## config.mk

```make
export PLATFORM = sky130hd
export DESIGN_NAME = ftdi_tx_arbiter_flat
export DESIGN_NICKNAME = d
export VERILOG_FILES = /design/src/rtl/ftdi_tx_arbiter_pkg.sv /design/src/rtl/ftdi_tx_arbiter_if.sv /design/src/rtl/ftdi_tx_arbiter_rr_pick.sv /design/src/rtl/ftdi_tx_arbiter.sv /design/src/flat_wrapper.sv
export SDC_FILE = /design/constraint.sdc
export NUM_CORES = 1
export LEC_CHECK = 0
export CAP_MARGIN = 40
export CORE_MARGIN = 2
export CORE_UTILIZATION = 35
export DETAILED_ROUTE_END_ITERATION = 8
export PLACE_DENSITY = 0.75
export SETUP_SLACK_MARGIN = 0.02
export SLEW_MARGIN = 10
export SYNTH_ARGS = -nofsm -noshare
export SYNTH_HDL_FRONTEND = slang
export SYNTH_SLANG_ARGS = --single-unit
```

## constraint.sdc

```tcl
create_clock -name clk -period 5.6 [get_ports clk]
set_clock_uncertainty 0.1 [all_clocks]
set_input_delay 1.4 -clock clk [delete_from_list [all_inputs] [get_ports clk]]
set_output_delay 1.4 -clock clk [all_outputs]
set_load 0.05 [all_outputs]
```

## src/rtl/ftdi_tx_arbiter_pkg.sv

```systemverilog
// ---------------------------------------------------------------------------
// ftdi_tx_arbiter_pkg
// Shared definitions for the FTDI TX arbiter: FSM state encoding, source-id
// type, header field layout and small index/header helpers.
// ---------------------------------------------------------------------------
package ftdi_tx_arbiter_pkg;

    // Arbiter FSM states
    typedef enum logic [1:0] {
        ST_IDLE = 2'd0,
        ST_HDR  = 2'd1,
        ST_DATA = 2'd2
    } state_t;

    // Source id field is 3 bits wide, so at most 8 requesters
    localparam int ID_W          = 3;
    localparam int MAX_SRC       = 1 << ID_W;

    // Header word layout: {magic[7:0], 5'b0, id[2:0]}
    localparam int HDR_W         = 16;
    localparam int HDR_MAGIC_W   = 8;
    localparam int HDR_MAGIC_LSB = 8;

    typedef logic [ID_W-1:0] src_id_t;

    // Build the 16-bit header word for a granted source
    function automatic logic [HDR_W-1:0] make_hdr(input logic [HDR_MAGIC_W-1:0] magic,
                                                  input src_id_t                 id);
        logic [HDR_W-1:0] hdr;
        hdr                                    = '0;
        hdr[HDR_MAGIC_LSB +: HDR_MAGIC_W]      = magic;
        hdr[ID_W-1:0]                          = id;
        return hdr;
    endfunction

    // (idx + 1) mod n, for idx already in 0..n-1
    function automatic src_id_t next_idx(input src_id_t idx, input int n);
        return (int'(idx) == n - 1) ? '0 : src_id_t'(idx + 1'b1);
    endfunction

endpackage

```

## src/rtl/ftdi_tx_arbiter_if.sv

```systemverilog
// ---------------------------------------------------------------------------
// ftdi_tx_arbiter_if
// Bundles the N_SRC upstream AXI-stream requesters and the merged downstream
// stream toward the FTDI 245fifo TX port.
//   s_tvalid/s_tready/s_tlast : per-source handshake + end of packet
//   s_tdata / s_tkeep         : packed per-source payload, source i in slice i
//   m_t*                      : merged output stream
// Modports:
//   slave  - the arbiter's view (consumes s_*, produces m_*)
//   master - the environment's view (produces s_*, consumes m_*)
// ---------------------------------------------------------------------------
interface ftdi_tx_arbiter_if
    import ftdi_tx_arbiter_pkg::*;
#(
    parameter int N_SRC   = 4,
    parameter int AXIS_EW = 1
);
    localparam int DW = 8 << AXIS_EW;
    localparam int KW = 1 << AXIS_EW;

    logic [N_SRC-1:0]    s_tvalid;
    logic [N_SRC-1:0]    s_tready;
    logic [N_SRC*DW-1:0] s_tdata;
    logic [N_SRC*KW-1:0] s_tkeep;
    logic [N_SRC-1:0]    s_tlast;

    logic                m_tvalid;
    logic                m_tready;
    logic [DW-1:0]       m_tdata;
    logic [KW-1:0]       m_tkeep;
    logic                m_tlast;

    modport slave (
        input  s_tvalid, s_tdata, s_tkeep, s_tlast, m_tready,
        output s_tready, m_tvalid, m_tdata, m_tkeep, m_tlast
    );

    modport master (
        output s_tvalid, s_tdata, s_tkeep, s_tlast, m_tready,
        input  s_tready, m_tvalid, m_tdata, m_tkeep, m_tlast
    );

endinterface

```

## src/rtl/ftdi_tx_arbiter_rr_pick.sv

```systemverilog
// ---------------------------------------------------------------------------
// ftdi_rr_pick
// Combinational round-robin search: returns the first set request found when
// scanning i_ptr, i_ptr+1, ... (mod N_SRC).
//   i_req   : request vector, one bit per source
//   i_ptr   : search start index (must be < N_SRC)
//   o_idx   : index of the first requester found (0 when none)
//   o_found : at least one request is set
// ---------------------------------------------------------------------------
module ftdi_rr_pick
    import ftdi_tx_arbiter_pkg::*;
#(
    parameter int N_SRC = 4
) (
    input  logic [N_SRC-1:0] i_req,
    input  src_id_t          i_ptr,
    output src_id_t          o_idx,
    output logic             o_found
);

    // Padding to the full id range lets a 3-bit index select without
    // running past the end of the request vector.
    logic [MAX_SRC-1:0] w_req_pad;
    assign w_req_pad = MAX_SRC'(i_req);

    always_comb begin
        int pos;
        // NOTE: every output gets a default before the loop so no path leaves
        // it unassigned, which would otherwise infer a latch.
        o_idx   = '0;
        o_found = 1'b0;
        pos     = 0;
        for (int off = 0; off < N_SRC; off++) begin
            // i_ptr < N_SRC, so one wrap subtraction is enough
            pos = int'(i_ptr) + off;
            if (pos >= N_SRC) begin
                pos = pos - N_SRC;
            end
            if (!o_found && w_req_pad[src_id_t'(pos)]) begin
                o_idx   = src_id_t'(pos);
                o_found = 1'b1;
            end
        end
    end

endmodule

```

## src/rtl/ftdi_tx_arbiter.sv

```systemverilog
// ---------------------------------------------------------------------------
// ftdi_tx_arbiter
// Merges N_SRC AXI-stream packet sources into one stream for the FTDI
// 245fifo TX port. Each packet is prefixed by a one-beat header
// {HDR_MAGIC, 5'b0, id[2:0]}; sources are granted round-robin and a grant is
// held until that source's tlast beat is accepted.
//   clk     : single clock, rising edge
//   rst     : asynchronous active-high reset (drops any packet in flight)
//   en      : 1 = new packets may be granted (never aborts a packet)
//   axis    : source and merged streams (slave modport)
//   busy    : high while in HDR or DATA
//   pkt_cnt : completed packet count, wraps
// ---------------------------------------------------------------------------
module ftdi_tx_arbiter
    import ftdi_tx_arbiter_pkg::*;
#(
    parameter int         N_SRC     = 4,
    parameter int         AXIS_EW   = 1,
    parameter logic [7:0] HDR_MAGIC = 8'hA5
) (
    input  logic                  clk,
    input  logic                  rst,
    input  logic                  en,
    ftdi_tx_arbiter_if.slave      axis,
    output logic                  busy,
    output logic [15:0]           pkt_cnt
);

    localparam int DW = 8 << AXIS_EW;
    localparam int KW = 1 << AXIS_EW;

    state_t        r_state;
    src_id_t       r_grant;
    src_id_t       r_rr_ptr;
    logic [15:0]   r_pkt_cnt;
    logic          r_busy;

    src_id_t       w_pick_idx;
    logic          w_pick_found;
    logic          w_last_acc;

    // Per-source views padded to MAX_SRC entries so r_grant indexes exactly
    logic [MAX_SRC-1:0] w_valid_pad;
    logic [MAX_SRC-1:0] w_last_pad;
    logic [MAX_SRC-1:0] w_ready_pad;
    logic [DW-1:0]      w_data_pad [MAX_SRC];
    logic [KW-1:0]      w_keep_pad [MAX_SRC];

    assign w_valid_pad = MAX_SRC'(axis.s_tvalid);
    assign w_last_pad  = MAX_SRC'(axis.s_tlast);

    for (genvar i = 0; i < MAX_SRC; i++) begin : g_pad
        if (i < N_SRC) begin : g_src
            assign w_data_pad[i] = axis.s_tdata[i*DW +: DW];
            assign w_keep_pad[i] = axis.s_tkeep[i*KW +: KW];
        end else begin : g_none
            assign w_data_pad[i] = '0;
            assign w_keep_pad[i] = '0;
        end
    end

    ftdi_rr_pick #(
        .N_SRC   (N_SRC)
    ) u_rr_pick (
        .i_req   (axis.s_tvalid),
        .i_ptr   (r_rr_ptr),
        .o_idx   (w_pick_idx),
        .o_found (w_pick_found)
    );

    // Output mux: header is generated locally, data is a pure combinational
    // pass-through of the granted source. s_tready depends only on state,
    // grant and m_tready, never on any s_tvalid.
    always_comb begin
        axis.m_tvalid = 1'b0;
        axis.m_tdata  = '0;
        axis.m_tkeep  = '0;
        axis.m_tlast  = 1'b0;
        w_ready_pad   = '0;
        case (r_state)
            ST_HDR: begin
                axis.m_tvalid = 1'b1;
                axis.m_tdata  = DW'(make_hdr(HDR_MAGIC, r_grant));
                axis.m_tkeep  = '1;
            end
            ST_DATA: begin
                axis.m_tvalid        = w_valid_pad[r_grant];
                axis.m_tdata         = w_data_pad[r_grant];
                axis.m_tkeep         = w_keep_pad[r_grant];
                axis.m_tlast         = w_last_pad[r_grant];
                w_ready_pad[r_grant] = axis.m_tready;
            end
            default: ;
        endcase
    end

    assign axis.s_tready = w_ready_pad[N_SRC-1:0];

    assign w_last_acc = (r_state == ST_DATA) && axis.m_tvalid && axis.m_tready
                        && axis.m_tlast;

    // NOTE: sequential state uses non-blocking assignments so every register
    // samples pre-edge values regardless of statement order.
    always_ff @(posedge clk or posedge rst) begin
        if (rst) begin
            r_state   <= ST_IDLE;
            r_grant   <= '0;
            r_rr_ptr  <= '0;
            r_pkt_cnt <= '0;
            r_busy    <= 1'b0;
        end else begin
            case (r_state)
                ST_IDLE: begin
                    if (en && w_pick_found) begin
                        r_grant <= w_pick_idx;
                        r_state <= ST_HDR;
                        r_busy  <= 1'b1;
                    end
                end
                ST_HDR: begin
                    if (axis.m_tready) begin
                        r_state <= ST_DATA;
                    end
                end
                ST_DATA: begin
                    // en is deliberately ignored here: a packet always completes
                    if (w_last_acc) begin
                        r_state   <= ST_IDLE;
                        r_rr_ptr  <= next_idx(r_grant, N_SRC);
                        r_pkt_cnt <= r_pkt_cnt + 16'd1;
                        r_busy    <= 1'b0;
                    end
                end
                default: begin
                    r_state <= ST_IDLE;
                    r_busy  <= 1'b0;
                end
            endcase
        end
    end

    assign busy    = r_busy;
    assign pkt_cnt = r_pkt_cnt;

endmodule

```

## src/flat_wrapper.sv

```systemverilog
// flat-port wrapper written by rule: the top's interface ports become plain ports
module ftdi_tx_arbiter_flat import ftdi_tx_arbiter_pkg::*;
#(
    parameter int         N_SRC     = 4,
    parameter int         AXIS_EW   = 1,
    parameter logic [7:0] HDR_MAGIC = 8'hA5
)
  (clk, rst, en, busy, pkt_cnt, axis_s_tvalid, axis_s_tdata, axis_s_tkeep, axis_s_tlast, axis_m_tready, axis_s_tready, axis_m_tvalid, axis_m_tdata, axis_m_tkeep, axis_m_tlast);
  ftdi_tx_arbiter_if #(.N_SRC(N_SRC), .AXIS_EW(AXIS_EW)) axis_i ();
  input  logic clk;
  input  logic rst;
  input  logic en;
  output logic busy;
  output logic [15:0] pkt_cnt;
  input wire logic [$bits(axis_i.s_tvalid)-1:0] axis_s_tvalid;
  input wire logic [$bits(axis_i.s_tdata)-1:0] axis_s_tdata;
  input wire logic [$bits(axis_i.s_tkeep)-1:0] axis_s_tkeep;
  input wire logic [$bits(axis_i.s_tlast)-1:0] axis_s_tlast;
  input wire logic [$bits(axis_i.m_tready)-1:0] axis_m_tready;
  output wire logic [$bits(axis_i.s_tready)-1:0] axis_s_tready;
  output wire logic [$bits(axis_i.m_tvalid)-1:0] axis_m_tvalid;
  output wire logic [$bits(axis_i.m_tdata)-1:0] axis_m_tdata;
  output wire logic [$bits(axis_i.m_tkeep)-1:0] axis_m_tkeep;
  output wire logic [$bits(axis_i.m_tlast)-1:0] axis_m_tlast;
  assign axis_i.s_tvalid = axis_s_tvalid;
  assign axis_i.s_tdata = axis_s_tdata;
  assign axis_i.s_tkeep = axis_s_tkeep;
  assign axis_i.s_tlast = axis_s_tlast;
  assign axis_i.m_tready = axis_m_tready;
  assign axis_s_tready = axis_i.s_tready;
  assign axis_m_tvalid = axis_i.m_tvalid;
  assign axis_m_tdata = axis_i.m_tdata;
  assign axis_m_tkeep = axis_i.m_tkeep;
  assign axis_m_tlast = axis_i.m_tlast;
  ftdi_tx_arbiter #(.N_SRC(N_SRC), .AXIS_EW(AXIS_EW), .HDR_MAGIC(HDR_MAGIC)) u_core (.clk(clk), .rst(rst), .en(en), .axis(axis_i), .busy(busy), .pkt_cnt(pkt_cnt));
endmodule
```

==> metrics.txt <==
number of port buffers 124; crit-path cells clkdlybuf4s50_1, mux4_2, or2_2, and2_1, clkdlybuf4s50_1; Reg power frac 20.2%; Synth Warn # 0; Worst R2R Start u_core.r_state[0]; multi-input logic area 0.001454 mm2; Root Driver clkbuf_8; grt ovf 0; via/cell ratio 5.365; Net Sw Frac 46.63%; diode count 0; CTS clk-pin slew, worst paths 0.08 ns; Clock Sinks 25; most used cell, CP clkdlybuf4s50_1; Synth top cells by count 25 x dfrtp_1, 20 x mux4_2, 14 x and3_1, 14 x xnor2_1, 11 x inv_1; pre-CTS setup slack 0.4837 ns; layout cell share with drive strength beyond 1 11.67%; Max-Cap Viols 0; Setup crit end kind output pin; sequential area share after synthesis 28.67%; met2 wire length 3192 um; Die Area 0.006882 mm2; sequential cell area 625.6 um2; Hold Crit Depth 1; Synth Instances 200; Area Overhead vs Synth 62.39%; PostCTS Resize Cnt 0; largest area contributor in the netlist dfrtp_1; Top FF cell, synth dfrtp_1; DRT iter0 DRCs 99; Slew Limit Headroom 51.33%; Detailed Place HPWL 5319 um; top layer in use met4; Max VDD drop 0.0002749 V; WHS Endpoint u_core.pkt_cnt[15]; Pleak 1.492 nW; Syn Nets 292; Max Slew Vio Count 0; row count 28; WP data required 4.10 ns; DRT antenna net count 0; fin worst setup slack 0.4883 ns; WL met3 380 um; Least-Margin Pin Slew 0.7300 ns; clock latency on the worst-skew pair 0.27 ns; Buf+Inv Stages, Crit Path 2; I/O Pins 125; fillers 532; reg2reg path depth 7; Top Family by Delay on Critical Path buffers and inverters; setup slack, reg-to-reg 2.71 ns; Mean Syn Cell Area 10.91 um2; DR pass1 iterations 4; number of global-route vias before repair 2,099; core footprint 0.005991 mm2; DR WL/cell 16.60 um; largest net degree at the start of global routing 23; hold slack final 0.3744 ns; Setup TNS Final 0 ns; Hold Crit Class flip-flop to flip-flop; fin crit share 91.28%; vias 2,103; clock buffer depth 2; drt drc 0; reg2reg end u_core.pkt_cnt[11]; net count of the finished layout 410; Arr. time, crit path 3.61 ns; Die W 82.96 um; min-delay src u_core.pkt_cnt[15]; combinational power share 71.4%; Post-synth ARST share 100.0%; Setup Buffers After CTS 0; Total Power 0.001270 W; Yosys top cell area share 28.67%; Pwr Density 358.5 mW/mm2; Synth Cell Area 0.002182 mm2; most common cell in the netlist dfrtp_1; CP max stage cell clkdlybuf4s50_1; met1 WL 2844 um; total internal power 0.0006779 W; CTS tree yes; cts hold-fix bufs 0; Post-synth EDFFs 0; initial core utilization 36.42%; #FFs+latches synth 25; crit path launch type input port; Psw 0.0005924 W; RSZ-0062 raised after global routing false; H-tree Lvls 1; status finished clean; Final GP Congestion 0.7976; Critical Path Fanout Max 7; worst setup path class input port to output pin; Fmax 195.6 MHz; min Tclk post-route 5.112 ns; clock share of power 8.4%; Area contributors post-synth dfrtp_1 29%, mux4_2 21%, xnor2_1 5.6%; GRT Util Overall 18.77%; initial antenna violation count 0; Unique masters post-synth 47; Die Y 82.96 um; cts bufs inserted 3; Fin. Hold Viols 0; final setup vio count 0; Detailed Route WL 6509 um; slowest stage delay, CP 0.70 ns; first-pass GRT wire length 10,890 um
-- state kept, by name, indices dropped and copies added (netlist names) --
signal / cells
u_core.pkt_cnt: 16
u_core.r_rr_ptr: 3
u_core.busy: 1
u_core.r_state: 2
u_core.r_grant: 3
-- layer usage --
| layer | GRT usage [%] | vias to the layer above |
|---|---|---|
| met5 | 0 | - |
| met4 | 3.875 | 0 |
| met3 | 3.280 | 8 |
| met2 | 32.70 | 91 |
| met1 | 24.48 | 999 |
| li1 | - | 1005 |
-- cells in the final DEF (no fill, tap or decap), drive strengths merged, types with 2 or more instances in the layout --
cell	netlist	layout
clkdlybuf4s50	0	124
dfrtp	25	25
mux4	22	22
and3	14	14
xnor2	14	14
inv	11	11
nor2	8	8
nand3	8	8
nand4	8	8
ha	8	8
a21o	7	7
nand2	6	6
and2	5	5
mux2	5	5
nor3	4	4
a21oi	4	4
clkbuf	7	4
nor2b	3	3
and4	3	3
a22o	3	3
o21ai	3	3
a41oi	3	3
buf	7	3
or2	2	2
mux2i	2	2
nand2b	2	2
o22a	2	2
-- kinds of logic (layout without fill, tap and decap cells) --
kind of cell    Yosys count  count (layout)  synth area share [%]
compound gates           32              32                 12.21
mux                      29              29                 26.72
flops                    25              25                 28.67
buf+inv                  25             142                 4.702
fa+ha+maj                 8               8                 4.587
simple gates             66              66                 17.09
xor+xnor                 15              15                 6.021
-- power groups by stage --
stage / logic [W] / clock network, W / registers [W]
floorplan: 0.000665 / 0 / 0.000255
global placement: 0.000899 / 0 / 0.000258
detailed placement: 0.000907 / 0 / 0.000260
CTS: 0.000911 / 0.000110 / 0.000256
global route: 0.000971 / 0.000117 / 0.000262
finish: 0.000907 / 0.000107 / 0.000256
-- worst max-delay path by stage --
stage / from / endpoint / slack, ns / cells past startpoint
after detailed placement: axis_s_tvalid[3] / axis_m_tvalid / 0.48 / 5
after global placement: axis_s_tvalid[3] / axis_m_tvalid / 0.51 / 5
after CTS: axis_s_tvalid[3] / axis_m_tvalid / 0.49 / 5
after global routing: axis_s_tvalid[3] / axis_m_tvalid / 0.41 / 5
final: axis_s_tvalid[3] / axis_m_tvalid / 0.49 / 5
after floorplan: axis_m_tready / axis_s_tready[0] / 1.56 / 2
-- per-stage QoR --
stage / cells / cell area [um2] / utilization (%)
2_1_floorplan: 200 / 2182 / -
3_3_place_gp: 387 / 3471 / 57.94
3_5_place_dp: 388 / 3498 / 58.40
4_1_cts: 392 / 3543 / 59.15
5_1_grt: 392 / 3543 / 59.15
6_report: 392 / 3543 / 59.15
-- area by class of cell --
class / count / share of cell area, %
Inverter: 11 / 1.165
Tap cell: 75 / 2.648
Timing Repair Buffer: 127 / 36.23
Sequential cell: 25 / 17.66
Multi-Input combinational cell: 150 / 41.03
Clock buffer: 4 / 1.271
Note: power is estimated with default switching activity, not from simulation.
